**src/rtl/dmem_mmio_pkg.sv**
```systemverilog
// Shared constants for the data-memory / MMIO responder.
//   MMIO_BASE_DEFAULT : default base of the 16-byte I/O window
//   OFF_*             : word offsets (a[3:2]) inside the window
//   ST_*              : bit positions inside the STATUS word
//   status_word()     : packs the STATUS read value
package mmio_pkg;

  localparam logic [31:0] MMIO_BASE_DEFAULT = 32'hFFFF_0000;

  localparam logic [1:0] OFF_TXDATA = 2'd0;
  localparam logic [1:0] OFF_STATUS = 2'd1;
  localparam logic [1:0] OFF_CYC_LO = 2'd2;
  localparam logic [1:0] OFF_CYC_HI = 2'd3;

  localparam int ST_FULL      = 0;
  localparam int ST_EMPTY     = 1;
  localparam int ST_OVF       = 2;
  localparam int ST_COUNT_LSB = 4;

  function automatic logic [31:0] status_word(input logic [3:0] cnt, input logic ovf,
                                              input logic empty, input logic full);
    logic [31:0] w;
    w                     = '0;
    w[ST_COUNT_LSB +: 4]  = cnt;
    w[ST_OVF]             = ovf;
    w[ST_EMPTY]           = empty;
    w[ST_FULL]            = full;
    return w;
  endfunction

endpackage

```
**src/rtl/dmem_mmio_tx_fifo.sv**
```systemverilog
// Byte FIFO feeding the transmit stream.
//   clk, reset : clock, synchronous active-high reset
//   push, din  : write request and byte
//   pop        : read request (head is consumed at the edge)
//   dout       : head byte (valid while !empty)
//   full, empty, count : occupancy
// A push while full is still accepted when a pop happens in the same cycle;
// the incoming byte lands in the slot the head is leaving.
module tx_fifo #(
  parameter int unsigned DEPTH = 4
) (
  input  logic                     clk,
  input  logic                     reset,
  input  logic                     push,
  input  logic [7:0]               din,
  input  logic                     pop,
  output logic [7:0]               dout,
  output logic                     full,
  output logic                     empty,
  output logic [$clog2(DEPTH):0]   count
);

  localparam int PW = $clog2(DEPTH);
  localparam int CW = PW + 1;

  logic [7:0]    mem_q [DEPTH];
  logic [PW-1:0] wr_ptr_q, wr_ptr_d;
  logic [PW-1:0] rd_ptr_q, rd_ptr_d;
  logic [CW-1:0] count_q, count_d;
  logic          push_ok, pop_ok;

  assign full  = (count_q == CW'(DEPTH));
  assign empty = (count_q == '0);
  assign count = count_q;
  assign dout  = mem_q[rd_ptr_q];

  always_comb begin
    pop_ok   = pop & ~empty;
    push_ok  = push & (~full | pop_ok);
    wr_ptr_d = wr_ptr_q;
    rd_ptr_d = rd_ptr_q;
    count_d  = count_q;
    if (push_ok) wr_ptr_d = wr_ptr_q + PW'(1);
    if (pop_ok)  rd_ptr_d = rd_ptr_q + PW'(1);
    case ({push_ok, pop_ok})
      2'b10:   count_d = count_q + CW'(1);
      2'b01:   count_d = count_q - CW'(1);
      default: count_d = count_q;
    endcase
  end

  always_ff @(posedge clk) begin
    if (reset) begin
      wr_ptr_q <= '0;
      rd_ptr_q <= '0;
      count_q  <= '0;
    end else begin
      wr_ptr_q <= wr_ptr_d;
      rd_ptr_q <= rd_ptr_d;
      count_q  <= count_d;
    end
  end

  // Storage needs no reset: occupancy alone decides what is valid.
  always_ff @(posedge clk) begin
    if (push_ok) mem_q[wr_ptr_q] <= din;
  end

endmodule

```
**src/rtl/dmem_mmio.sv**
```systemverilog
// Data-side responder for the single-cycle core: word RAM plus an I/O window
// holding a free-running 64-bit cycle counter and a byte TX FIFO.
//   clk, reset          : clock, synchronous active-high reset
//   we, a, wd           : core store strobe, byte address, store data
//   rd                  : combinational load data for address a
//   tx_data, tx_valid   : FIFO head byte / non-empty
//   tx_ready            : downstream accepts the head byte
module dmem_mmio
  import mmio_pkg::*;
#(
  parameter int unsigned RAM_WORDS  = 64,
  parameter int unsigned FIFO_DEPTH = 4,
  parameter logic [31:0] MMIO_BASE  = MMIO_BASE_DEFAULT
) (
  input  logic        clk,
  input  logic        reset,
  input  logic        we,
  input  logic [31:0] a,
  input  logic [31:0] wd,
  output logic [31:0] rd,
  output logic [7:0]  tx_data,
  output logic        tx_valid,
  input  logic        tx_ready
);

  localparam int AW = $clog2(RAM_WORDS);
  localparam int CW = $clog2(FIFO_DEPTH) + 1;

  logic [31:0]   ram_q [RAM_WORDS];
  logic          ram_hit, mmio_hit;
  logic [AW-1:0] ram_idx;
  logic [1:0]    off;
  logic          push, pop, status_wr;
  logic          full, empty;
  logic [CW-1:0] count;
  logic          ovf_q, ovf_d;
  logic [63:0]   cycle_q, cycle_d;

  assign ram_hit   = (a < 32'(RAM_WORDS * 4));
  assign ram_idx   = a[AW+1:2];
  assign mmio_hit  = (a[31:4] == MMIO_BASE[31:4]);
  assign off       = a[3:2];
  assign push      = we & mmio_hit & (off == OFF_TXDATA);
  assign status_wr = we & mmio_hit & (off == OFF_STATUS);
  assign pop       = tx_valid & tx_ready;
  assign tx_valid  = ~empty;

  tx_fifo #(.DEPTH(FIFO_DEPTH)) u_tx_fifo (
    .clk   (clk),
    .reset (reset),
    .push  (push),
    .din   (wd[7:0]),
    .pop   (pop),
    .dout  (tx_data),
    .full  (full),
    .empty (empty),
    .count (count)
  );

  always_comb begin
    ovf_d   = ovf_q;
    cycle_d = cycle_q + 64'd1;
    if (status_wr)                 ovf_d = 1'b0;
    else if (push & full & ~pop)   ovf_d = 1'b1;  // byte dropped
  end

  always_ff @(posedge clk) begin
    if (reset) begin
      ovf_q   <= 1'b0;
      cycle_q <= '0;
    end else begin
      ovf_q   <= ovf_d;
      cycle_q <= cycle_d;
    end
  end

  // RAM contents survive reset on purpose.
  always_ff @(posedge clk) begin
    if (we & ram_hit) ram_q[ram_idx] <= wd;
  end

  always_comb begin
    rd = '0;
    if (ram_hit) begin
      rd = ram_q[ram_idx];
    end else if (mmio_hit) begin
      case (off)
        OFF_STATUS: rd = status_word(4'(count), ovf_q, empty, full);
        OFF_CYC_LO: rd = cycle_q[31:0];
        OFF_CYC_HI: rd = cycle_q[63:32];
        default:    rd = '0;
      endcase
    end
  end

endmodule

```
**config.mk**
```make
export PLATFORM = sky130hd
export DESIGN_NAME = dmem_mmio
export DESIGN_NICKNAME = d
export VERILOG_FILES = /design/src/rtl/dmem_mmio_pkg.sv /design/src/rtl/dmem_mmio_tx_fifo.sv /design/src/rtl/dmem_mmio.sv
export SDC_FILE = /design/constraint.sdc
export NUM_CORES = 2
export LEC_CHECK = 0
export ABC_AREA = 1
export BUFFER_PORTS_ARGS = -buffer_cell sky130_fd_sc_hd__buf_2
export CAP_MARGIN = 10
export CORE_MARGIN = 5
export CORE_UTILIZATION = 60
export DETAILED_ROUTE_END_ITERATION = 12
export HOLD_SLACK_MARGIN = 0.12
export MAX_ROUTING_LAYER = met4
export PLACE_DENSITY = 0.76
export SLEW_MARGIN = 10
export SYNTH_ARGS = -nofsm -noshare
export SYNTH_HDL_FRONTEND = slang
export SYNTH_SLANG_ARGS = --single-unit
```
**constraint.sdc**
```tcl
create_clock -name clk -period 3.3 [get_ports clk]
set_input_delay 0.33 -clock clk [delete_from_list [all_inputs] [get_ports clk]]
set_output_delay 0.33 -clock clk [all_outputs]
set_load 0.1 [all_outputs]
```
=== Word-level counts from Yosys, hierarchy flattened ===
Memory sizes are Yosys's and may differ from the RTL's. A register that Yosys moved wholly into a read port is not among the register bits.
Index checks and enable logic that the tools add are counted.
Widths: inputs -> output; s select.

* Output and inout bits: 41
* Memories kept: 2
* Word-level logic and storage cells: 47
* Input bits: 68
* Bits in registers: 72
* Bits in writable memories: 2080

{| class="wikitable"
|+ Memories
! memory !! depth !! width !! rd ports !! clocked after Yosys merged registers in !! write ports !! line !! text
|-
| ram_q || 64 || 32 || 1 || 0 || 1 || dmem_mmio.sv:29 || <nowiki>logic [31:0] ram_q [RAM_WORDS];</nowiki>
|-
| u_tx_fifo.mem_q || 4 || 8 || 1 || 1 || 1 || dmem_mmio_tx_fifo.sv:26 || <nowiki>logic [7:0] mem_q [DEPTH];</nowiki>
|}

* Magnitude comparators: 1
* Reductions and logical operators: 4
* Multiplexer cells: 10
* $add $sub $neg: 5
* Bitwise logic cells: 13
* Equal/unequal tests: 7

{| class="wikitable"
|+ Operators by type and width
! operator !! number
|-
| $pmux 32 s3 || 1
|-
| $add 64x1->64 const B || 1
|-
| $mux 32 || 2
|-
| $lt 32x9->1 const B || 1
|-
| $eq 28x28->1 const B || 1
|-
| $and 1x1->1 || 9
|-
| $eq 2x2->1 const B || 3
|-
| $pmux 3 s2 || 1
|-
| $add 2x1->2 const B || 2
|-
| $eq 2x1->1 const B || 2
|-
| $mux 1 || 4
|-
| $mux 2 || 2
|-
| $add 3x1->3 const B || 1
|-
| $eq 3x3->1 const B || 1
|-
| $logic_not 3->1 || 1
|-
| $not 1->1 || 3
|-
| $sub 3x1->3 const B || 1
|-
| $logic_not 2->1 || 1
|-
| $reduce_bool 2->1 || 1
|-
| $reduce_or 2->1 || 1
|-
| $or 1x1->1 || 1
|}

=== Logic depth before layout (Yosys ltp) ===
* Depth after elaboration: 8
* Depth in mapped cells: 15
* Depth with buffers taken out: 14

=== Hierarchy ===
A second synthesis with hierarchy kept.

* Cells, all modules: 7705
* Area total of the unflattened synthesis: 87462.6 um^2

{| class="wikitable"
|+ By module, submodules not included
! module !! sequential area each (um^2) !! cells an instance !! area an instance (um^2) !! times used
|-
| dmem_mmio || 62800.2 || 7562 || 85729.7 || 1
|-
| tx_fifo || 1141.1 || 143 || 1732.9 || 1
|}

=== Worst setup path before layout ===
No wires, ideal clock.

* Kind: reg2out
* Start point: reg u_tx_fifo.count_q[0] (netlist: u_tx_fifo.count[0])
* End point: out rd[1]
* Buffers on the path: 0
* Data arrival time: 2.759 ns
* Cell stages (with the launch flop): 8
* Setup slack: 0.211 ns
* Data required time: 2.970 ns
* Path through: dfxtp_1 > nor2_1 > nand2_1 > nor2_1 > a221oi_1 > o21ai_0 > inv_1 > nor2_1

* Longest elaborated chain between the ends: 4

{| class="wikitable"
|+ Ends and longest elaborated chain
! element !! line !! text
|-
| from (decl) || dmem_mmio_tx_fifo.sv:29 || <nowiki>logic [CW-1:0] count_q, count_d;</nowiki>
|-
| from (signal assigned) || dmem_mmio_tx_fifo.sv:60 || <nowiki>count_q <= count_d;</nowiki>
|-
| $logic_not 3->1 || dmem_mmio_tx_fifo.sv:33 || <nowiki>assign empty = (count_q == '0);</nowiki>
|-
| $pmux 32 s3 || dmem_mmio.sv:87 || <nowiki>case (off)</nowiki>
|-
| $mux 32 || dmem_mmio.sv:86 || <nowiki>end else if (mmio_hit) begin</nowiki>
|-
| $mux 32 || dmem_mmio.sv:84 || <nowiki>if (ram_hit) begin</nowiki>
|-
| to (decl) || dmem_mmio.sv:20 || <nowiki>output logic [31:0] rd,</nowiki>
|}

No other way between the ends.

=== Worst setup path after layout ===
* Start point: mem ram_q[57][30]
* End point: out rd[30]

* Longest elaborated chain between the ends: 2

{| class="wikitable"
|+ Ends and longest elaborated chain
! element !! line
|-
| from (decl) || dmem_mmio.sv:29
|-
| $mem_v2 64x32 || n/a
|-
| $mux 32 || dmem_mmio.sv:84
|}

No other way between the ends.

==> out/metrics.csv <==
stage;metric;value;unit
clocking;clock-sinks;2154;
worst_hold_path;hold_path_class;input pin to flop;
clocking;cts.path.max_buffers;3;
global_route;grt_pass1_wl;374000;um
power;power_density;565;nW/um2
setup_path;max_stage_delay;360;ps
die;die_y;390;um
logic_synthesis;ys_ff_latch;2154;
outcome;outcome;complete, but fails checks;
clocking;tritoncts;yes;
timing;slew_violations;0;
die;fp.dieW;390;um
detailed_routing;route.detailed.drc;0;
logic_synthesis;syn-cell-area;86500;um2
setup_path;crit_arrival;2970;ps
detailed_routing;drtIter0Drc;8489;
logic_synthesis;yosysSeqAreaShare;0.739;
global_route;first_global_vias;58700;
timing;max-slew-margin-rel;0.112;
outcome;violations;negative setup slack;
timing;period_share;1.00;
logic_synthesis;syn_nets;7484;
setup_path;crit_top_cell;nand2_1;
timing;worst_pin_slew;1330;ps
global_route;antenna_found_initial;14;
logic_synthesis;synth_top_area_share;0.722;
clocking;htree_levels;4;
timing;hold_viol;0;
setup_path;cp-end-kind;primary output;
setup_path;crit_path_max_fanout;1;
detailed_routing;num_vias;60300;
logic_synthesis;synth.distinct_cells;43;
cells_and_area;finalInstanceArea;99400;um2
placement;hpwlAfterDp;151000;um
setup_path;cp_slowest_cell;edfxtp_1;
setup_path;start_kind;flop;
die;initial_core_util;0.603;
setup_path;crit_chain;nand2_1 -> nand2_1 -> nand2_1 -> nand4_1 -> nand3_1 -> nand2_1 -> nand2_1 -> nand3_1 -> nor2_2 -> nor2_1 -> buf_12;
die;die_area;152000;um2
detailed_routing;firstDrtPassIters;7;
cells_and_area;nNetsFinal;7795;
power;peakVddDrop;0.690;mV
cells_and_area;layout_commonest_cell;nand2_1;
logic_synthesis;synth.top_cells.by_area;edfxtp_1 72%, nand2_1 11%, a21oi_1 2.5%;
logic_synthesis;ys_warn_count;0;
clocking;clk_latency;840;ps
power;p_leak;35.7;nW
timing;clock.fmax;0.303;GHz
setup_path;critPathKind;flop to primary output;
detailed_routing;ant_nets;0;
die;core;143000;um2
logic_synthesis;syn_inst;7410;
timing;layout_min_cycle_time;3300;ps
detailed_routing;avgViaCountPerCell;6.15;
logic_synthesis;synth_area_per_cell;11.7;um2
timing;fin_skew;14.1;ps
global_route;grt_overflow;0;
power;p_total;56.2;mW
die;num_rows;139;
logic_synthesis;synth_top_area_cell;edfxtp_1;
detailed_routing;route.detailed.wl_per_inst;26.3;um
detailed_routing;routed_wirelength;258000;um
global_route;grt_max_degree;80;
cells_and_area;layout_common_cells;2541 x nand2_1, 2080 x edfxtp_1, 491 x inv_1;
cells_and_area;syn_to_final_growth;14.9;%
clocking;root_buffer;clkbuf_16;
die;io_pins;109;
placement;placed_cell_area;92700;um2
placement;place_congestion;0.966;
run;drv_cap;0;
placement;port_buffers;106;
timing;finalWorstSetupSlack;-2.56;ps
setup_path;required;2970;ps
global_route;track_usage;0.346;
clocking;path_clk_slew;60;ps
cells_and_area;drive_gt1_frac;0.108;
clocking;cts-buffers-inserted;207;
timing;setup_violations;1;
-- metrics by stage --
step	setup TNS, ps	setup slack [ps]	cells	util	hold slack [ps]
final	-2.56	-2.56	9806	0.693	142
after global routing	-3.65	-2.44	9805	0.693	127
after CTS	0	14.3	9786	0.691	139
after detailed placement	0	37.4	9398	0.646	448
after global placement	0	40.9	9398	0.646	438
after floorplan	0	211	7410	-	422
-- metal layers --
layer  GRT usage  share of wire  up-vias
li1            -              -    26200
met1       0.437           0.34    28800
met2       0.523           0.46     4502
met3      0.0852           0.14      729
met4       0.187          0.060        0
met5           -              0        -
-- cell families after synthesis --
kind of cell,share of synthesized area
AO/OA/AOI/OAI,0.0445
buffers and inverters,0.0413
XOR/XNOR,0.000607
flip-flops,0.739
adder cells (fa/ha/maj),0.000954
AND/OR/NAND/NOR,0.174
-- cell usage after synthesis (all sizes together) --
cell type,count
xnor2,1
or2,7
o211a,1
and3,2
o221a,1
clkbuf,93
nor3,33
buf,261
fa,1
ha,5
a22oi,61
o22ai,36
nand3,309
a211oi,1
clkinv,1
nor2,458
xor2,5
and2,1
dfxtp,74
o21ai,184
nand2,2549
nor4,3
o21a,1
inv,500
edfxtp,2080
a221oi,1
a21oi,438
a31oi,1
nand4,302
-- area by class of cell --
| class | count | area (um2) |
|---|---|---|
| antenna | 12 | 30.0 |
| clock buffer | 258 | 5390 |
| clock inverter | 121 | 916 |
| fill | 9442 | 44100 |
| inverter | 501 | 1910 |
| multi-input combinational | 4401 | 19700 |
| sequential | 2154 | 63900 |
| tap | 1903 | 2380 |
| timing repair buffer | 456 | 5170 |
-- repair_timing --
action                                 in CTS  in global routing
endpoints found under the hold margin     201                  8
cloned                                      0                  2
hold buffers                                9                  1
resized for setup                          16                 25
setup buffers                               0                  4
setup endpoints to repair                  12                 25
pin swaps                                   0                  4
-- worst max-delay path, delay by kind of cell (launching register included) --
family        cells  cell delay [ps]
flops             1              360
simple gates     10             1590
buf+inv           1              190
-- worst paths after layout --
path / startpoint / endpoint / slack (ps) / cells past startpoint
worst max-delay path: ram_q[57][30] / rd[30] / -3 / 11
worst min-delay path: wd[8] / ram_q[16][8] / 140 / 1
worst max register to register: cycle_q[0] / cycle_q[54] / 870 / 8
worst min register to register: cycle_q[63] / cycle_q[63] / 460 / 1
-- registers in the layout (all words and copies together), names as in the netlist, named ones only --
name                flops
u_tx_fifo.rd_ptr_q      2
cycle_q                64
ovf_q                   1
u_tx_fifo.mem_q        32
u_tx_fifo.wr_ptr_q      2
ram_q                2048
u_tx_fifo.count         3
-- power by group --
part           switching [mW]  internal, mW  total [mW]
Sequential             0.0425          30.0        30.0
Clock                    10.1          12.2        22.3
Combinational            2.95         0.909        3.86
No activity file was read; power rests on OpenSTA's default activity.
